===== config.mk =====
export PLATFORM = sky130hd
export DESIGN_NAME = sram_sp_multi_bank_ctrl
export DESIGN_NICKNAME = d
export VERILOG_FILES = /design/src/rtl/sram_sp_multi_bank_ctrl.sv
export SDC_FILE = /design/constraint.sdc
export NUM_CORES = 1
export LEC_CHECK = 0
export ABC_AREA = 1
export CORE_ASPECT_RATIO = 0.7
export CORE_MARGIN = 1
export CORE_UTILIZATION = 32
export CTS_CLUSTER_DIAMETER = 80
export DETAILED_ROUTE_END_ITERATION = 6
export GPL_ROUTABILITY_DRIVEN = 0
export GPL_TIMING_DRIVEN = 0
export PLACE_DENSITY_LB_ADDON = 0.3
export SYNTH_ARGS = -nofsm -noshare
export SYNTH_HDL_FRONTEND = slang
export SYNTH_SLANG_ARGS = --single-unit

===== constraint.sdc =====
create_clock -name clk -period 3.9 [get_ports clk]
set_clock_uncertainty 0.1 [all_clocks]
set_input_delay 0.78 -clock clk [delete_from_list [all_inputs] [get_ports clk]]
set_output_delay 0.78 -clock clk [all_outputs]
set_load 0.01 [all_outputs]

===== src/rtl/sram_sp_multi_bank_ctrl.sv =====
// Round-robin front end sharing one multi-bank SP SRAM between two ports, plus a zero-fill sequencer.
// Grant is combinational (rdy with val); read data returns 1+KNOB_REGOUT cycles later; responses never stall.
module sram_sp_multi_bank_ctrl #(
  parameter int KNOB_REGOUT = 0,
  parameter int NUMB_BNK    = 4,
  parameter int SIZE        = 16,
  parameter int DATA_WD     = 8,
  localparam int NUMB_BNK_WD = (NUMB_BNK > 1) ? $clog2(NUMB_BNK) : 1,
  localparam int SIZE_WD     = (SIZE > 1) ? $clog2(SIZE) : 1
) (
  input  logic                   clk,
  input  logic                   rst,
  input  logic                   cfg_clr_start_i,
  output logic                   cfg_clr_done_o,
  input  logic                   req0_val_i,
  output logic                   req0_rdy_o,
  input  logic                   req0_wr_i,
  input  logic [NUMB_BNK_WD-1:0] req0_bnk_i,
  input  logic [SIZE_WD-1:0]     req0_adr_i,
  input  logic [DATA_WD-1:0]     req0_dat_i,
  input  logic                   req1_val_i,
  output logic                   req1_rdy_o,
  input  logic                   req1_wr_i,
  input  logic [NUMB_BNK_WD-1:0] req1_bnk_i,
  input  logic [SIZE_WD-1:0]     req1_adr_i,
  input  logic [DATA_WD-1:0]     req1_dat_i,
  output logic                   rsp0_val_o,
  output logic [DATA_WD-1:0]     rsp0_dat_o,
  output logic                   rsp1_val_o,
  output logic [DATA_WD-1:0]     rsp1_dat_o,
  output logic [NUMB_BNK_WD-1:0] sram_bnk_o,
  output logic [SIZE_WD-1:0]     sram_adr_o,
  output logic                   sram_wr_val_o,
  output logic [DATA_WD-1:0]     sram_wr_dat_o,
  output logic                   sram_rd_val_o,
  input  logic                   sram_rd_val_i,
  input  logic [DATA_WD-1:0]     sram_rd_dat_i
);

  localparam int LAT = 1 + KNOB_REGOUT;
  localparam logic [NUMB_BNK_WD-1:0] BNK_LST = NUMB_BNK_WD'(NUMB_BNK - 1);
  localparam logic [SIZE_WD-1:0]     ADR_LST = SIZE_WD'(SIZE - 1);

  typedef enum logic [1:0] {IDLE, CLR, DONE} state_t;

  state_t                   state_r, state_nxt;
  logic                     lst_r;
  logic [NUMB_BNK_WD-1:0]   bnk_cnt_r;
  logic [SIZE_WD-1:0]       adr_cnt_r;
  logic                     tag_rd_r  [LAT];
  logic                     tag_prt_r [LAT];
  logic                     gnt0, gnt1, clr_last, rsp_hit;

  // lst_r = 1 means port 1 was served last, so port 0 wins the next tie
  assign gnt0 = (state_r == IDLE) & ~rst & req0_val_i & (~req1_val_i | lst_r);
  assign gnt1 = (state_r == IDLE) & ~rst & req1_val_i & (~req0_val_i | ~lst_r);
  assign req0_rdy_o = gnt0;
  assign req1_rdy_o = gnt1;
  assign clr_last   = (bnk_cnt_r == BNK_LST) & (adr_cnt_r == ADR_LST);
  assign cfg_clr_done_o = (state_r == DONE) & ~rst;

  always_comb begin
    state_nxt     = state_r;
    sram_bnk_o    = '0;
    sram_adr_o    = '0;
    sram_wr_dat_o = '0;
    sram_wr_val_o = 1'b0;
    sram_rd_val_o = 1'b0;
    case (state_r)
      IDLE: if (cfg_clr_start_i) state_nxt = CLR;
      CLR:  if (clr_last) state_nxt = DONE;
      DONE: state_nxt = IDLE;
      default: state_nxt = IDLE;
    endcase
    if (gnt0) begin
      sram_bnk_o    = req0_bnk_i;
      sram_adr_o    = req0_adr_i;
      sram_wr_dat_o = req0_dat_i;
      sram_wr_val_o = req0_wr_i;
      sram_rd_val_o = ~req0_wr_i;
    end else if (gnt1) begin
      sram_bnk_o    = req1_bnk_i;
      sram_adr_o    = req1_adr_i;
      sram_wr_dat_o = req1_dat_i;
      sram_wr_val_o = req1_wr_i;
      sram_rd_val_o = ~req1_wr_i;
    end else if (state_r == CLR && !rst) begin
      sram_bnk_o    = bnk_cnt_r;
      sram_adr_o    = adr_cnt_r;
      sram_wr_val_o = 1'b1;
    end
  end

  always_ff @(posedge clk) begin
    if (rst) begin
      state_r   <= IDLE;
      lst_r     <= 1'b1;
      bnk_cnt_r <= '0;
      adr_cnt_r <= '0;
      for (int i = 0; i < LAT; i++) begin
        tag_rd_r[i]  <= 1'b0;
        tag_prt_r[i] <= 1'b0;
      end
    end else begin
      state_r <= state_nxt;
      if (gnt0 | gnt1) lst_r <= gnt1;
      // counters wrap back to zero on the final write, ready for the next clear
      if (state_r == CLR) begin
        if (adr_cnt_r == ADR_LST) begin
          adr_cnt_r <= '0;
          bnk_cnt_r <= (bnk_cnt_r == BNK_LST) ? '0 : bnk_cnt_r + NUMB_BNK_WD'(1);
        end else begin
          adr_cnt_r <= adr_cnt_r + SIZE_WD'(1);
        end
      end
      for (int i = LAT - 1; i > 0; i--) begin
        tag_rd_r[i]  <= tag_rd_r[i-1];
        tag_prt_r[i] <= tag_prt_r[i-1];
      end
      tag_rd_r[0]  <= sram_rd_val_o;
      tag_prt_r[0] <= gnt1;
    end
  end

  assign rsp_hit    = sram_rd_val_i & tag_rd_r[LAT-1] & ~rst;
  assign rsp0_val_o = rsp_hit & ~tag_prt_r[LAT-1];
  assign rsp1_val_o = rsp_hit & tag_prt_r[LAT-1];
  assign rsp0_dat_o = rsp0_val_o ? sram_rd_dat_i : '0;
  assign rsp1_dat_o = rsp1_val_o ? sram_rd_dat_i : '0;

  a_req0_bnk: assert property (@(posedge clk) disable iff (rst)
    req0_val_i |-> (int'(req0_bnk_i) < NUMB_BNK));
  a_req1_bnk: assert property (@(posedge clk) disable iff (rst)
    req1_val_i |-> (int'(req1_bnk_i) < NUMB_BNK));

endmodule

==> impl_metrics.xml <==
<?xml version="1.0" encoding="UTF-8"?>
<metrics>
  <group name="run_status">
    <metric name="status" unit="">finished clean</metric>
  </group>
  <group name="drt">
    <metric name="routed_wl" unit="um">2980</metric>
    <metric name="drt_drc_violations_left" unit="">0</metric>
    <metric name="drt_iter0_markers" unit="">24</metric>
    <metric name="postRouteAntennaNets" unit="">0</metric>
    <metric name="routed_via_density" unit="">4.55</metric>
    <metric name="via_count" unit="">1233</metric>
    <metric name="detailedRoute.firstPassIterationCount" unit="">4</metric>
    <metric name="wl_per_cell" unit="um">11.0</metric>
  </group>
  <group name="power_and_ir_drop">
    <metric name="power.share.combinational" unit="%">35.7</metric>
    <metric name="totalPowerFinal" unit="uW">373</metric>
    <metric name="part_of_the_total_power_dissipated_in_sequential_elements" unit="%">33.7</metric>
    <metric name="p_per_area" unit="mW/mm^2">213</metric>
    <metric name="psw" unit="uW">104</metric>
    <metric name="p_int" unit="uW">269</metric>
    <metric name="vdd_drop_max" unit="uV">181</metric>
    <metric name="clock_power_share" unit="%">30.6</metric>
    <metric name="leakage_power_summed_over_all_cells" unit="uW">0.000786</metric>
    <metric name="swShare" unit="%">27.9</metric>
  </group>
  <group name="grt">
    <metric name="grt_antenna_before_repair" unit="">0</metric>
    <metric name="global_route_wire_length_before_repair" unit="um">4700</metric>
    <metric name="grt_pass1_vias" unit="">1097</metric>
    <metric name="grt_util_all_layers" unit="%">21.3</metric>
    <metric name="pin_count_of_the_biggest_net_entering_global_routing" unit="">11</metric>
    <metric name="overflow" unit="">0</metric>
  </group>
  <group name="floorplan">
    <metric name="die_area" unit="sq mm">0.00291</metric>
    <metric name="start_util" unit="%">34.3</metric>
    <metric name="number_of_top_level_design_ports" unit="">81</metric>
    <metric name="fp.dieW" unit="um">64.0</metric>
    <metric name="fp-row-count" unit="">15</metric>
    <metric name="floorplan.core_area" unit="sq mm">0.00251</metric>
    <metric name="die_ht" unit="um">45.4</metric>
  </group>
  <group name="timing">
    <metric name="fmaxAchievable" unit="MHz">275</metric>
    <metric name="finalSetupViolCount" unit="">0</metric>
    <metric name="slew_viol_final" unit="">0</metric>
    <metric name="period_minus_slack" unit="ps">3640</metric>
    <metric name="whs" unit="ps">409</metric>
    <metric name="timing.final.crit_share" unit="%">93.3</metric>
    <metric name="hold_violations" unit="">0</metric>
    <metric name="worstMarginPinSlew" unit="ps">426</metric>
    <metric name="slew-limit-headroom" unit="%">71.6</metric>
    <metric name="grt_setup_unrepaired" unit="">false</metric>
    <metric name="setup_tns" unit="ps">0</metric>
  </group>
  <group name="critical_path">
    <metric name="data_required_time_of_the_worst_path" unit="ps">3020</metric>
    <metric name="cp-startpoint" unit="">rst</metric>
    <metric name="critical_path.reg2reg.startpoint" unit="">adr_cnt_r[0]</metric>
    <metric name="worst_path_largest_cell_delay" unit="ps">570</metric>
    <metric name="worstPathBufferInverterCount" unit="">3</metric>
    <metric name="timing.critical_path.depth" unit="">7</metric>
    <metric name="worstSetupPathType" unit="">input pin to output pin</metric>
    <metric name="endpoint_kind" unit="">output pin</metric>
    <metric name="reg2reg_setup_slack" unit="ps">2500</metric>
    <metric name="reg2reg_depth" unit="">6</metric>
    <metric name="critical-path-slowest-cell" unit="">sky130_fd_sc_hd__clkdlybuf4s50_1</metric>
    <metric name="timing.critical_path.cells" unit="">clkdlybuf4s50_1 -&gt; nor3_4 -&gt; nand2_2 -&gt; inv_2 -&gt; nand2_1 -&gt; nand2_1 -&gt; clkdlybuf4s50_1</metric>
    <metric name="timing.critical_path.arrival" unit="ps">2760</metric>
    <metric name="reg2reg_to" unit="">bnk_cnt_r[1]</metric>
    <metric name="crit_family" unit="">buffers and inverters</metric>
    <metric name="crit_path_start_kind" unit="">input pin</metric>
    <metric name="critPathMaxFanout" unit="">9</metric>
  </group>
  <group name="clock_network">
    <metric name="cts_htree_levels" unit="">1</metric>
    <metric name="tritoncts_num_sinks" unit="">11</metric>
    <metric name="cts.repair_timing.setup_buffer_count" unit="">0</metric>
    <metric name="postCtsResizedCells" unit="">0</metric>
    <metric name="clk_pin_slew" unit="ps">50</metric>
    <metric name="cts-buffers-inserted" unit="">3</metric>
    <metric name="max-clock-path-buffers" unit="">2</metric>
    <metric name="cts_tree" unit="">done</metric>
    <metric name="clock_insertion_delay_worst_skew" unit="ps">240</metric>
    <metric name="ctsHoldBuffers" unit="">0</metric>
    <metric name="cts_root_buffer" unit="">sky130_fd_sc_hd__clkbuf_8</metric>
  </group>
  <group name="job">
    <metric name="number_of_max_cap_violations" unit="">0</metric>
  </group>
  <group name="worst_hold_path">
    <metric name="timing.hold.worst_endpoint" unit="">adr_cnt_r[2]</metric>
    <metric name="hold_path.class" unit="">flip-flop to flip-flop</metric>
    <metric name="number_of_stages_on_the_worst_hold_path" unit="">2</metric>
    <metric name="worst_hold_startpoint" unit="">adr_cnt_r[2]</metric>
  </group>
  <group name="placed_design">
    <metric name="post-place-cells" unit="">267</metric>
    <metric name="dp_hpwl" unit="um">2530</metric>
    <metric name="io_buffers" unit="">80</metric>
  </group>
  <group name="finish">
    <metric name="flow.area_growth_from_synthesis" unit="%">103</metric>
    <metric name="layout.nets" unit="">284</metric>
    <metric name="nFillCells" unit="">234</metric>
    <metric name="drive_above_1_share" unit="%">5.49</metric>
    <metric name="finalNonFillerCells" unit="">271</metric>
    <metric name="antenna-diode-count" unit="">0</metric>
  </group>
  <group name="logic_synthesis">
    <metric name="postSynthCellCount" unit="">153</metric>
    <metric name="synth-seq-area-share" unit="%">25.5</metric>
    <metric name="mean_post_synth_cell_area" unit="sq um">5.63</metric>
    <metric name="synth.net_count" unit="">199</metric>
    <metric name="synth_area" unit="sq um">862</metric>
    <metric name="leading_area_contributor_after_synthesis" unit="">sky130_fd_sc_hd__dfxtp_1</metric>
    <metric name="post_synth_num_cell_types" unit="">18</metric>
    <metric name="top_cells_by_area_in_the_synthesized_netlist" unit="">sky130_fd_sc_hd__dfxtp_1 26%, sky130_fd_sc_hd__nand2_1 21%, sky130_fd_sc_hd__nor2_1 13%</metric>
    <metric name="yosys_register_bits" unit="">11</metric>
    <metric name="yosysTopAreaCellShare" unit="%">25.5</metric>
    <metric name="yosysWarnings" unit="">0</metric>
  </group>
</metrics>
cells by family after synthesis:
family          share of synthesized area (%)
compound gates                           5.08
fa+ha+maj                                2.90
buf+inv                                  11.3
flops                                    25.5
simple gates                             55.2
tightest hold or removal path: stages, from the launching register on:
cell and delay [ps]:
sky130_fd_sc_hd__dfxtp_1 340, sky130_fd_sc_hd__inv_1 70, sky130_fd_sc_hd__a21oi_1 60
cell usage in the layout (no fill, tap or decap), types with 3 or more instances in the layout:
cell type / synthesis / layout
sky130_fd_sc_hd__nand2_1: 49 / 49
sky130_fd_sc_hd__clkbuf_8: 0 / 3
sky130_fd_sc_hd__nor3_1: 3 / 3
sky130_fd_sc_hd__nor2_1: 30 / 30
sky130_fd_sc_hd__inv_1: 21 / 21
sky130_fd_sc_hd__dfxtp_1: 11 / 11
sky130_fd_sc_hd__nand3_1: 18 / 18
sky130_fd_sc_hd__clkdlybuf4s50_1: 0 / 80
sky130_fd_sc_hd__o21ai_0: 6 / 6
routing by layer:
| metal | track usage [%] | vias up | part of all wire, % |
|---|---|---|---|
| li1 | - | 646 | - |
| met1 | 25.6 | 530 | 44 |
| met2 | 35.7 | 53 | 45 |
| met3 | 8.75 | 4 | 9.8 |
| met4 | 5.91 | 0 | 0.91 |
| met5 | 0 | - | 0 |
stage by stage:
stage	area, sq um	util [%]	setup WS [ps]
final	1750	69.6	260
after global routing	1750	69.6	109
after CTS	1750	69.6	243
after detailed placement	1710	67.8	253
after global placement	1710	67.8	254
after floorplan	862	-	1540
layout make-up:
| cell class | count | area, sq um | area share (%) |
|---|---|---|---|
| clock buffer | 4 | 45.0 | 2.57 |
| sequential | 11 | 220 | 12.6 |
| tap | 34 | 42.5 | 2.43 |
| buffer | 1 | 11.3 | 0.643 |
| inverter | 23 | 86.3 | 4.93 |
| multi-input combinational | 118 | 544 | 31.1 |
| timing repair buffer | 80 | 801 | 45.7 |
cell usage after synthesis:
cell type and instances:
sky130_fd_sc_hd__nand4_1 2, sky130_fd_sc_hd__inv_2 2, sky130_fd_sc_hd__nand2_2 1, sky130_fd_sc_hd__ha_1 2, sky130_fd_sc_hd__nor2_2 1, sky130_fd_sc_hd__inv_1 21, sky130_fd_sc_hd__buf_6 1, sky130_fd_sc_hd__nand2_1 49
sky130_fd_sc_hd__o21ai_0 6, sky130_fd_sc_hd__nor2_1 30, sky130_fd_sc_hd__dfxtp_1 11, sky130_fd_sc_hd__a21oi_2 1, sky130_fd_sc_hd__nand3_1 18, sky130_fd_sc_hd__nor3_1 3, sky130_fd_sc_hd__a21oi_1 1, sky130_fd_sc_hd__nand3_2 1
sky130_fd_sc_hd__nor3_4 1, sky130_fd_sc_hd__nor2_4 2
state kept, by name, indices dropped and copies added (netlist names):
signal / count
lst_r: 1
adr_cnt_r: 4
tag_prt_r: 1
state_r: 2
bnk_cnt_r: 2
tag_rd_r: 1
how the worst max path moves through the flow:
| stage | to |
|---|---|
| 2_1_floorplan | sram_rd_val_o |
| 4_1_cts | sram_wr_dat_o[2] |
| 5_1_grt | sram_wr_dat_o[2] |
| 3_5_place_dp | sram_wr_dat_o[2] |
| 3_3_place_gp | sram_wr_dat_o[5] |
| 6_report | sram_wr_dat_o[5] |
power groups by stage:
stage / clock, uW / combinational (uW) / sequential [uW]
floorplan: 0 / 50.2 / 126
global placement: 0 / 131 / 127
detailed placement: 0 / 134 / 128
CTS: 119 / 134 / 125
global route: 126 / 146 / 126
finish: 114 / 133 / 125
(Power assumes the default switching activity.)
